### config.mk
export PLATFORM = sky130hd
export DESIGN_NAME = sobel_window_gen
export DESIGN_NICKNAME = d
export VERILOG_FILES = /design/src/rtl/sobel_window_gen.sv
export SDC_FILE = /design/constraint.sdc
export NUM_CORES = 2
export LEC_CHECK = 0
export BUFFER_PORTS_ARGS = -buffer_cell sky130_fd_sc_hd__buf_2
export CAP_MARGIN = 20
export CORE_MARGIN = 2
export CORE_UTILIZATION = 63
export CTS_CLUSTER_DIAMETER = 120
export DETAILED_ROUTE_END_ITERATION = 7
export PLACE_DENSITY = 0.79
export SLEW_MARGIN = 20
export SYNTH_ARGS = -nofsm -noshare
export SYNTH_HDL_FRONTEND = slang
export SYNTH_SLANG_ARGS = --single-unit
### constraint.sdc
create_clock -name clk -period 5.8 [get_ports clk]
set_input_delay 1.16 -clock clk [delete_from_list [all_inputs] [get_ports clk]]
set_output_delay 1.16 -clock clk [all_outputs]
set_load 0.02 [all_outputs]
### src/rtl/sobel_window_gen.sv
// sobel_window_gen: streams raster pixels into 3x3 neighbourhood windows for a Sobel stage.
module sobel_window_gen #(
  parameter int SRC_ROWS = 147,
  parameter int SRC_COLS = 143
) (
  input  logic       clk,
  input  logic       reset,
  input  logic [7:0] pix_in,
  input  logic       pix_valid,
  output logic       pix_ready,
  output logic [7:0] z1,
  output logic [7:0] z2,
  output logic [7:0] z3,
  output logic [7:0] z4,
  output logic [7:0] z6,
  output logic [7:0] z7,
  output logic [7:0] z8,
  output logic [7:0] z9,
  output logic       win_valid,
  input  logic       win_ready,
  output logic       win_last,
  output logic       frame_done
);
  localparam int RW = $clog2(SRC_ROWS);
  localparam int CW = $clog2(SRC_COLS);
  localparam logic [RW-1:0] R_END = RW'(SRC_ROWS - 1);
  localparam logic [CW-1:0] C_END = CW'(SRC_COLS - 1);
  logic [RW-1:0] r;
  logic [CW-1:0] c;
  logic [7:0] lb1 [SRC_COLS];
  logic [7:0] lb2 [SRC_COLS];
  logic [1:0][7:0] t0, t1, t2;
  logic [7:0] a1, a2;
  logic acc, prod, c_end, r_end;
  assign pix_ready = !win_valid || win_ready;
  assign acc = pix_valid && pix_ready;
  assign c_end = c == C_END;
  assign r_end = r == R_END;
  assign prod = acc && r > RW'(1) && c > CW'(1);
  assign a1 = lb1[c];
  assign a2 = lb2[c];
  // Index 0 of each tap pair holds column c-1, index 1 holds column c-2; column c comes live.
  always_ff @(posedge clk)
    if (acc) begin
      lb2[c] <= a1;
      lb1[c] <= pix_in;
      t0 <= {t0[0], pix_in};
      t1 <= {t1[0], a1};
      t2 <= {t2[0], a2};
    end
  always_ff @(posedge clk)
    if (!reset) begin
      r <= '0;
      c <= '0;
      win_valid <= 1'b0;
      win_last <= 1'b0;
      frame_done <= 1'b0;
      {z1, z2, z3, z4, z6, z7, z8, z9} <= '0;
    end else begin
      frame_done <= win_valid && win_ready && win_last;
      if (acc) begin
        c <= c_end ? '0 : c + 1'b1;
        r <= c_end ? (r_end ? '0 : r + 1'b1) : r;
      end
      if (prod) begin
        {z1, z2, z3, z4, z6, z7, z8, z9} <= {t2[1], t2[0], a2, t1[1], a1, t0[1], t0[0], pix_in};
        win_valid <= 1'b1;
        win_last <= r_end && c_end;
      end else if (win_ready) begin
        win_valid <= 1'b0;
        win_last <= 1'b0;
      end
    end
endmodule
==> run summary <==
Status -> complete, no violations
Max-slew headroom -> 0.145
Slowest cell on the critical path -> dfxtp_4
Post-synth EDFFs -> 2336
Vias in the first global route -> 49018
CTS buffer count -> 224
CTS max path bufs -> 3
CTS tree -> built
Most common cell in the netlist -> edfxtp_1
Std-Cell Rows -> 140
Die area -> 151000 um^2
Initial Util -> 0.636
Max-capacitance violation count -> 0
Drt via density -> 7.10
Seq cells post-synth -> 2427
Clk slew on worst S/H paths -> 0.06 ns
H-tree level count -> 4
Root Driver -> clkbuf_16
Antenna violations before repair -> 15
Drt first pass iters -> 6
Min Clock Period, post-route -> 4.81 ns
CP bufs+invs -> 2
DRC violations left -> 0
Total Wirelength -> 243 mm
Sequential share of the synthesized area -> 0.775
Cells after Synth -> 4509
Crit share post-route -> 0.829
Global-route wire length before repair -> 348 mm
Primary FF master, synth -> edfxtp_1
Final setup viols -> 0
Critical path fanouts, max -> 52
Met2 usage -> 0.504
Largest net degree at the start of global routing -> 129
GRT Max-Usage Layer -> met2
Vias -> 49270
LEAKAGE -> 0.0324 uW
CTS Sinks -> 2427
VDD IR max -> 292 uV
Clock skew -> 0.0562 ns
Final cell count without fillers -> 6944
Most area-consuming cells after synthesis -> edfxtp_1 (75%), mux4_2 (12%), mux2i_1 (2.1%)
GRT overflow -> 0
Crit path kind -> register to register
Worst Hold Class -> register to register
Max Freq -> 208 MHz
Chip width -> 388 um
Num ports -> 80
Crit path DAT -> 5.37 ns
Total track usage -> 0.326
Setup_tns -> 0 ns
GPL Wtd Cong -> 0.882
Synth Area per Inst -> 20.6 um^2
Worst-Skew Late Latency -> 0.87 ns
Synth top cells by count -> edfxtp_1 (2336), mux4_2 (476), nand2_1 (245), mux2i_1 (193), nor2_1 (191)
Crit path max-delay family -> simple AND/OR/NAND/NOR gates
Placed insts -> 6525
DP HPWL -> 138 mm
Top cell type's share of synthesized area -> 0.755
WL/cell -> 35.0 um
CTS Hold Bufs -> 0
Hold slack -> 0.424 ns
IO buf count -> 79
Max-slew violations -> 0
Critical-path cell list -> buf_4 -> mux2_2 -> o221ai_1 -> a21oi_1 -> nor3_1 -> nand3_4 -> buf_12
Diode count -> 0
Total nets after synthesis -> 4529
Pwr Density -> 345 nW/um^2
Yosys warns -> 0
Cell variety after synth -> 66
Core area -> 146000 um^2
Synth area leader -> edfxtp_1
Worst setup EP type -> register
Synth Cell Area -> 92900 um^2
Worst-margin pin slew -> 1.26 ns
Synth-to-layout area growth -> 11.9%
Met1 Usage GRT -> 0.434
Unrepaired setup endpoints after global routing -> false
Layout cells sized above 1 -> 0.241
Async set-or-reset flop fraction in the synthesized netlist -> 0
Detail Route Antenna Nets -> 0
Startpoint types -> register
Met3 usage -> 0.0906
Nets@finish -> 4855
DRT iter0 DRCs -> 8400
WP data required -> 6.36 ns
Post_cts resized -> 0
Post-CTS Setup Inserts -> 0
Die Y -> 388 um
CP max stage delay -> 0.99 ns
Fin. Hold Viols -> 0
[registers in the layout, summed over array words and instances (netlist names), 16 cells and up, named ones only]
| signal | count |
|---|---|
| lb1 | 1144 |
| lb2 | 1144 |
| t0 | 16 |
| t1 | 16 |
| t2 | 16 |
[routing by layer]
metal / part of all wire / wire length, um
met1: 0.33 / 81000
met2: 0.47 / 115000
met3: 0.14 / 32800
met4: 0.056 / 13700
met5: 0.00050 / 121
[cell usage in the layout (no fill, tap or decap), drive strengths merged, types with 21 or more instances in the layout]
cell type  instances
a2111oi           23
a211oi            23
a21boi            53
a21oi             61
a22oi             66
a41oi             23
buf              361
bufinv            25
clkbuf           279
clkinv           103
dfxtp             91
edfxtp          2336
mux2              33
mux2i            193
mux4             476
nand2            246
nand3             41
nor2             191
nor2b             28
nor3              42
o21ai             40
o221ai            50
o22ai             65
o31ai             21
[per-stage QoR]
step                setup slack [ns]   util  total power (uW)  cell area [um^2]
floorplan                       1.11      -             20900             92900
global placement                1.41  0.661             21400             96600
detailed placement              1.27  0.661             21500             96600
CTS                             1.20  0.711             35900            104000
global route                   0.846  0.712             36600            104000
finish                         0.993  0.712             35900            104000
[logic make-up (layout without fill, tap and decap cells)]
logic type                 count (synthesis)  after routing  synth area share
DFF                                     2427           2427             0.775
muxes                                    702            702             0.140
and+or+nand+nor                          610            610            0.0288
AOI/OAI and AO/OA                        478            478            0.0369
buffers and inverters                    272            790            0.0174
xor gates and xnor gates                  12             12           0.00113
adders and majority gates                  8              8           0.00108
[final timing paths]
path                                 to  slack (ns)  depth (start not counted)            start
hold / removal          t1[8]$_DFFE_PP_        0.42                          0  t1[0]$_DFFE_PP_
setup reg to reg  lb2[115][5]$_DFFE_PP_        0.99                          7         register
hold reg to reg         t1[8]$_DFFE_PP_        0.42                          0  t1[0]$_DFFE_PP_
setup / recovery  lb2[115][5]$_DFFE_PP_        0.99                          7         register
[where the power goes]
part           switching [uW]  leakage (uW)  internal (uW)
Sequential               42.4        0.0217          19500
Clock                    6390       0.00356           8340
Combinational            1100       0.00715            559
[cell type report]
type,count,area (um^2)
Sequential cell,2427,72000
Fill cell,8113,42100
Multi-Input combinational cell,1810,19500
Clock buffer,279,5920
Timing Repair Buffer,361,2760
Tap cell,1917,2400
Clock inverter,139,1400
Inverter,11,42.5
Note: power is estimated with default switching activity, not from simulation.
